### config.mk
export PLATFORM = sky130hd
export DESIGN_NAME = gpout_serial_tx
export DESIGN_NICKNAME = d
export VERILOG_FILES = /design/src/rtl/gpout_serial_pkg.sv /design/src/rtl/gpout_serial_tx_gpout.sv /design/src/rtl/gpout_serial_tx.sv
export SDC_FILE = /design/constraint.sdc
export NUM_CORES = 1
export LEC_CHECK = 0
export BUFFER_PORTS_ARGS = -buffer_cell sky130_fd_sc_hd__buf_4
export CAP_MARGIN = 30
export CORE_MARGIN = 5
export CORE_UTILIZATION = 30
export CTS_CLUSTER_SIZE = 28
export DETAILED_ROUTE_END_ITERATION = 16
export GPL_TIMING_DRIVEN = 0
export PLACE_DENSITY_LB_ADDON = 0.3
export SETUP_SLACK_MARGIN = 0.15
export SLEW_MARGIN = 20
export SYNTH_ARGS = -nofsm -noshare
export SYNTH_HDL_FRONTEND = slang
export SYNTH_SLANG_ARGS = --single-unit
### constraint.sdc
create_clock -name clk -period 2.4 [get_ports clk]
set_input_delay 0.12 -clock clk [delete_from_list [all_inputs] [get_ports clk]]
set_output_delay 0.12 -clock clk [all_outputs]
set_load 0.01 [all_outputs]
### src/rtl/gpout_serial_pkg.sv
// Shared types and width helpers for the GPOUT serial transmitter.
package gpout_serial_pkg;

  typedef enum logic [1:0] {
    ST_IDLE  = 2'd0,
    ST_START = 2'd1,
    ST_DATA  = 2'd2,
    ST_STOP  = 2'd3
  } tx_state_e;

  // Counter width for values 0..n-1, never narrower than one bit.
  function automatic int width_of(input int n);
    return (n <= 2) ? 1 : $clog2(n);
  endfunction

endpackage

### src/rtl/gpout_serial_tx_gpout.sv
// GPOUT pad cell: buffers the registered pad level onto the output pad.
module gpout_serial_tx_gpout (
  input  logic A,
  output logic Y
);

  assign Y = A;

endmodule

### src/rtl/gpout_serial_tx.sv
// Framed LSB-first asynchronous serializer (start, DATA_W data bits, stop)
// driving the GPOUT pad from a registered level.
module gpout_serial_tx
  import gpout_serial_pkg::*;
#(
  parameter int DATA_W       = 8,
  parameter int CLKS_PER_BIT = 4
) (
  input  logic              clk,
  input  logic              reset,
  input  logic [DATA_W-1:0] tx_data,
  input  logic              tx_valid,
  output logic              tx_ready,
  output logic              busy,
  output logic [0:0]        gfpga_pad_GPOUT_PAD
);

  localparam int IDX_W = width_of(DATA_W);
  localparam int CNT_W = width_of(CLKS_PER_BIT);
  localparam logic [IDX_W-1:0] IDX_LAST = IDX_W'(DATA_W - 1);
  localparam logic [CNT_W-1:0] CNT_LAST = CNT_W'(CLKS_PER_BIT - 1);

  tx_state_e         r_state;
  logic [DATA_W-1:0] r_shift;
  logic [IDX_W-1:0]  r_bit_idx;
  logic [CNT_W-1:0]  r_baud;
  logic              r_pad;

  logic              w_bit_end;
  logic              w_accept;
  logic [DATA_W-1:0] w_shift_next;

  assign w_bit_end    = (r_baud == CNT_LAST);
  assign w_shift_next = r_shift >> 1;

  // Ready in the final stop cycle lets the next start bit follow with no gap.
  assign tx_ready = !reset &&
                    ((r_state == ST_IDLE) || ((r_state == ST_STOP) && w_bit_end));
  assign w_accept = tx_valid && tx_ready;
  assign busy     = (r_state != ST_IDLE);

  // NOTE: sequential state uses non-blocking assignments so every flop
  // samples the pre-edge values, independent of statement order.
  always_ff @(posedge clk) begin
    if (reset) begin
      r_state   <= ST_IDLE;
      r_shift   <= '0;
      r_bit_idx <= '0;
      r_baud    <= '0;
      r_pad     <= 1'b1;
    end else begin
      case (r_state)
        ST_IDLE: begin
          r_baud <= '0;
          if (w_accept) begin
            r_shift <= tx_data;
            r_state <= ST_START;
            r_pad   <= 1'b0;
          end
        end

        ST_START: begin
          if (w_bit_end) begin
            r_baud    <= '0;
            r_bit_idx <= '0;
            r_state   <= ST_DATA;
            r_pad     <= r_shift[0];
          end else begin
            r_baud <= r_baud + 1'b1;
          end
        end

        ST_DATA: begin
          if (w_bit_end) begin
            r_baud  <= '0;
            r_shift <= w_shift_next;
            if (r_bit_idx == IDX_LAST) begin
              r_state <= ST_STOP;
              r_pad   <= 1'b1;
            end else begin
              r_bit_idx <= r_bit_idx + 1'b1;
              r_pad     <= w_shift_next[0];
            end
          end else begin
            r_baud <= r_baud + 1'b1;
          end
        end

        ST_STOP: begin
          if (w_bit_end) begin
            r_baud <= '0;
            if (w_accept) begin
              r_shift <= tx_data;
              r_state <= ST_START;
              r_pad   <= 1'b0;
            end else begin
              r_state <= ST_IDLE;
              r_pad   <= 1'b1;
            end
          end else begin
            r_baud <= r_baud + 1'b1;
          end
        end

        default: begin
          r_state <= ST_IDLE;
          r_pad   <= 1'b1;
        end
      endcase
    end
  end

  gpout_serial_tx_gpout u_gpout (
    .A (r_pad),
    .Y (gfpga_pad_GPOUT_PAD[0])
  );

endmodule

==> results.yml, run 1 <==
sta:
  setup_viol: 0
  fin_ws_ns: 0.414
  tns_ns: 0
  tightest_slew_ns: 0.526
  final_hold_viol_count: 0
  min_period_ns: 1.99
  slew_viol_final: 0
  rsz0062_at_grt: "false"
  slew_headroom_pct: 64.9
  max_freq_ghz: 0.503
  fin_crit_sh_pct: 82.8
  clock_skew_ns: 0.00319
yosys:
  syn-num-nets: 123
  synth_top_area_share_pct: 33.6
  synthCells: 104
  ys_ff_latch: 16
  yosys_warnings: 0
  syn_area_per_cell_sq_um: 9.18
  synth_edf_count: 0
  synth.cell_area_sq_um: 955
  synthTopCellsByCount: "dfxtp_1, a21oi_1, o21ai_0"
  synth_area_leaders: "dfxtp_1, ha_1, mux2i_1"
  async_flop_share_pct: 0
  seq_area_frac_synth_pct: 33.6
  synth_largest_area_cell: "dfxtp_1"
  synth.most_common_cell: "dfxtp_1"
  synth_cell_type_count: 31
  synthFlopType: "dfxtp_1"
clock_tree:
  postCtsSetupBuffers: 0
  postCtsHoldBufs: 0
  cts_resized: 0
  clk_path_buf_depth: 2
  clk_latency_ns: 0.29
  cts-root-buf: "clkbuf_4"
  cts_tree: "built"
  clock_sinks: 16
  clk_pin_slew_worst_paths_ns: 0.10
  htree_num_levels: 1
  cts_buffers: 3
critical_path:
  path_max_fanout: 10
  crit_slowest_cell: "a221oi_2"
  crit_chain: "inv_1, ha_1, nor3b_2, a221oi_2, buf_6, o21ai_0, a21oi_1"
  start_kind: "flip-flop"
  rrSetupSlack_ns: 0.41
  critPathLaunch: "r_state[0]$_SDFFE_PP0P_"
  crit_arrival_ns: 2.21
  path_delay_family: "compound AO/OA/AOI/OAI gates"
  critPathBufInv: 2
  cp_data_required_time_ns: 2.63
  crit_path_max_incr_delay_ns: 0.48
  worstSetupPathType: "flip-flop to flip-flop"
  end_kind: "flip-flop"
  crit_cells: 7
  crit_path_end: "r_shift[5]$_SDFFE_PP0P_"
  worstRegToRegCells: 7
  r2r-start: "r_state[0]$_SDFFE_PP0P_"
  reg2reg_to: "r_shift[5]$_SDFFE_PP0P_"
worst_hold_path:
  hp-class: "input port to flip-flop"
global_route:
  grt_max_degree: 11
  antenna_found_initial: 0
  overflow: 0
  grt_first_pass_wirelength_um: 3770
  grtUsageTotal_pct: 11.0
  first_global_vias: 876
run_status:
  status: "finished clean"
routing:
  drtIter0Drc: 37
  drt-wirelength-per-cell_um: 12.9
  ant_nets: 0
  viasPerCell: 5.10
  wl_um: 2130
  vias: 841
  drc: 0
  drtPass1Iterations: 4
floorplan:
  ioPinCount: 14
  die_w_um: 66.4
  initial_utilization_pct: 31.3
  die_h_um: 66.4
  rows: 20
  fp.dieArea_sq_um: 4410
  core_sq_um: 3050
placed_design:
  dp_hpwl_um: 1590
  place_ws_ns: 0.415
  gp_congestion: 0.739
  port_buffers: 13
job:
  cap_violations: 0
finish:
  fin_nets: 141
  area_delta_synth_final_pct: 19.8
  fillers: 351
  insertedDiodeCount: 0
  drive_above_1_share_pct: 22.3
power_and_ir_drop:
  vdd_ir_drop_max_mv: 0.397
  p_per_area_nw_per_um2: 900
  power.leakage_nw: 0.448
==> area by class of cell <==
| cell class | instances | area [sq um] | area share, % |
|---|---|---|---|
| buffer | 8 | 55.1 | 4.81 |
| clock buffer | 4 | 36.3 | 3.17 |
| timing repair buffer | 13 | 97.6 | 8.53 |
| sequential | 16 | 320 | 28.0 |
| multi-input combinational | 77 | 568 | 49.7 |
| inverter | 3 | 11.3 | 0.985 |
| tap | 44 | 55.1 | 4.81 |
==> cell families after synthesis <==
group / after synthesis / synth area share, %
adders and majority gates: 8 / 10.5
DFF: 16 / 33.6
muxes: 9 / 9.57
and+or+nand+nor: 27 / 16.6
buffers and inverters: 11 / 6.95
AOI/OAI and AO/OA: 33 / 22.8
==> metal layers <==
layer,wire length [um],GRT usage (%),vias to the layer above
li1,-,-,416
met2,1000,18.3,21
met3,146,4.25,4
met1,954,13.0,400
met5,0,0,-
met4,25,3.05,0
==> placed cells by master (no fill, tap or decap), drive strengths merged, types with 2 or more instances in the layout <==
master,instances
a21oi,10
a221oi,2
a22o,2
a22oi,3
a311oi,2
buf,18
clkbuf,7
dfxtp,16
ha,8
inv,3
mux2i,8
nand2,2
nor2,8
o21ai,11
or3,7
==> power breakdown <==
group	internal, mW	switching, mW	total [mW]
combinational	0.224	0.265	0.489
sequential	0.319	0.0360	0.355
clock	0.0924	0.0930	0.185
==> worst register-to-register path: stages, from the launching register on <==
cell and delay (ns):
dfxtp_1 0.42, inv_1 0.11, ha_1 0.28, nor3b_2 0.18, a221oi_2 0.48, buf_6 0.21
o21ai_0 0.10, a21oi_1 0.14
==> worst min-delay path by stage <==
stage | start | to | depth (start not counted)
floorplan | reset | r_shift[0]$_SDFFE_PP0P_ | 2
global placement | r_baud[0]$_SDFF_PP0_ | r_baud[0]$_SDFF_PP0_ | 1
detailed placement | r_baud[0]$_SDFF_PP0_ | r_baud[0]$_SDFF_PP0_ | 1
CTS | reset | r_shift[0]$_SDFFE_PP0P_ | 3
global route | reset | r_shift[6]$_SDFFE_PP0P_ | 3
finish | reset | r_shift[0]$_SDFFE_PP0P_ | 3
==> sequential cells by signal, indices dropped and copies added (netlist names) <==
signal / flops
r_baud: 2
r_state: 2
r_bit_idx: 3
r_pad: 1
r_shift: 8
==> stage by stage <==
stage | total power, mW | std cells | area (sq um) | hold WS [ns] | util, %
floorplan | 0.714 | 104 | 955 | 0.304 | -
global placement | 0.845 | 161 | 1110 | 0.412 | 36.3
detailed placement | 0.858 | 161 | 1110 | 0.435 | 36.3
CTS | 1.04 | 165 | 1140 | 0.119 | 37.5
global route | 1.12 | 165 | 1140 | 0.111 | 37.5
finish | 1.03 | 165 | 1140 | 0.122 | 37.5
(Power assumes the default switching activity.)
==> run 2, diff against run 1 <==
==> constraint.sdc (replaced) <==
create_clock -name clk -period 1.6 [get_ports clk]
set_input_delay 0.08 -clock clk [delete_from_list [all_inputs] [get_ports clk]]
set_output_delay 0.08 -clock clk [all_outputs]
set_load 0.01 [all_outputs]
==> results.yml, run 2 (synthesized netlist as in run 1, its figures left out) <==
run_status:
  status: "finished with violations"
  violations: "setup timing"
global_route:
  grt_first_pass_wirelength_um: 3920
  grtUsageTotal_pct: 11.4
  antenna_found_initial: 0
  overflow: 0
  grt_max_degree: 11
  first_global_vias: 875
routing:
  drtIter0Drc: 9
  viasPerCell: 4.97
  wl_um: 2450
  drc: 0
  drtPass1Iterations: 4
  drt-wirelength-per-cell_um: 13.8
  ant_nets: 0
  vias: 879
sta:
  whs_ns: 0.0862
  final_hold_viol_count: 0
  fin_crit_sh_pct: 111
  slew_headroom_pct: 65.6
  max_freq_ghz: 0.565
  tightest_slew_ns: 0.516
  slew_viol_final: 0
  fin_ws_ns: -0.169
  rsz0062_at_grt: "true"
  min_period_ns: 1.77
  clock_skew_ns: 0.0108
  setup_viol: 9
finish:
  regMostFlops: "r_shift"
  seq_area_sq_um: 333
  fillers: 307
  fin_cells: 177
  multi_input_area_sq_um: 728
  layout_commonest_cell: "buf_4"
  layout_common_cells: "buf_4, dfxtp_1, nor2_1, mux2i_1"
  largest_reg_flops: 8
  area_delta_synth_final_pct: 52.4
  drive_above_1_share_pct: 48.1
  insertedDiodeCount: 0
  largestRegisters: "r_shift: 8 flops, r_bit_idx: 3 flops"
  fin_nets: 153
critical_path:
  path_max_fanout: 8
  rrSetupSlack_ns: -0.17
  end_kind: "flip-flop"
  crit_path_end: "r_shift[7]$_SDFFE_PP0P_"
  reg2reg_to: "r_shift[7]$_SDFFE_PP0P_"
  critPathBufInv: 2
  crit_slowest_cell: "or4b_1"
  cp_data_required_time_ns: 1.81
  worstRegToRegCells: 7
  r2r-start: "r_state[0]$_SDFFE_PP0P_"
  crit_cells: 7
  critPathLaunch: "r_state[0]$_SDFFE_PP0P_"
  crit_arrival_ns: 1.98
  crit_chain: "inv_6, ha_4, buf_8, nor3b_4, a221oi_4, or4b_1, a21oi_1"
  start_kind: "flip-flop"
  crit_path_max_incr_delay_ns: 0.49
  path_delay_family: "simple AND/OR/NAND/NOR gates"
  worstSetupPathType: "flip-flop to flip-flop"
clock_tree:
  clock_sinks: 16
  cts_buffers: 3
  postCtsHoldBufs: 0
  htree_num_levels: 1
  clk_pin_slew_worst_paths_ns: 0.11
  clk_latency_ns: 0.29
  clk_path_buf_depth: 2
  cts_tree: "built"
  cts-root-buf: "clkbuf_4"
job:
  cap_violations: 0
floorplan:
  core_sq_um: 3050
  rows: 20
  die_w_um: 66.4
  fp.dieArea_sq_um: 4410
  ioPinCount: 14
  die_h_um: 66.4
  initial_utilization_pct: 31.3
power_and_ir_drop:
  p_per_area_nw_per_um2: 1390
  vdd_ir_drop_max_mv: 0.824
  finalPower_mw: 2.02
  power.leakage_nw: 0.535
placed_design:
  dp_hpwl_um: 1530
  gp_congestion: 0.722
  dpl.cell_count: 161
  port_buffers: 13
  place_ws_ns: -0.223
worst_hold_path:
  hp-class: "input port to flip-flop"
-- run 2: changes by cell type in the layout (fill, tap and decap cells not counted), moves of 4 or more --
cell     change
dfxtp_2      +4
buf_4       +11
dfxtp_1      -6
o21ai_1      +4
ha_1         -6
o21ai_0      -6
ha_4         +5
-- run 2: worst reg2reg max path: stages (launching register included) --
cell      delay (ns)
dfxtp_4         0.41
inv_6           0.05
ha_4            0.15
buf_8           0.13
nor3b_4         0.20
a221oi_4        0.12
or4b_1          0.49
a21oi_1         0.14
-- run 2: power breakdown --
group	total [mW]	switching, mW	internal, mW	leakage, nW
combinational	1.17	0.544	0.623	0.381
sequential	0.579	0.0861	0.493	0.134
clock	0.275	0.137	0.138	0.0210
total	2.02	0.767	1.25	0.535
-- run 2: how the worst min path moves through the flow --
stage / startpoint / end / slack, ns / cells after the start
6_report: reset / r_shift[0]$_SDFFE_PP0P_ / 0.09 / 3
5_1_grt: reset / r_shift[0]$_SDFFE_PP0P_ / 0.09 / 3
4_1_cts: reset / r_state[0]$_SDFFE_PP0P_ / 0.08 / 3
3_5_place_dp: reset / r_state[0]$_SDFFE_PP0P_ / 0.39 / 3
3_3_place_gp: reset / r_state[0]$_SDFFE_PP0P_ / 0.38 / 3
2_1_floorplan: reset / r_state[0]$_SDFFE_PP0P_ / 0.26 / 2
-- run 2: metal layers --
| layer | share of wire (%) | vias to the layer above | global-route usage, % | routed length, um |
|---|---|---|---|---|
| li1 | - | 443 | - | - |
| met5 | 0 | - | 0 | 0 |
| met1 | 41 | 430 | 13.2 | 1010 |
| met2 | 56 | 4 | 20.9 | 1380 |
| met4 | 1.4 | 0 | 4.57 | 34 |
| met3 | 0.94 | 2 | 1.19 | 23 |
-- run 2: cell type report --
cell class	count	share of cell area [%]
clock buffers	4	2.49
inverters	3	1.29
flip-flops and latches	16	22.9
repair buffers	25	14.0
multi-input cells	77	50.0
well taps	44	3.78
plain buffers	8	5.50
-- run 2: what timing repair did --
item / 4_1_cts / 5_1_grt
setup endpoints to repair: 15 / 15
pin swaps: 12 / 11
gates resized for setup: 30 / 22
cloned: 1 / 0
setup buffers: 7 / 4
-- run 2: stage by stage --
stage | instance area [sq um] | utilization, % | setup TNS, ns
finish | 1460 | 47.7 | -0.793
global route | 1460 | 47.7 | -1.71
CTS | 1330 | 43.5 | -0.645
detailed placement | 1130 | 36.9 | -1.91
global placement | 1130 | 36.9 | -1.51
floorplan | 973 | - | 0
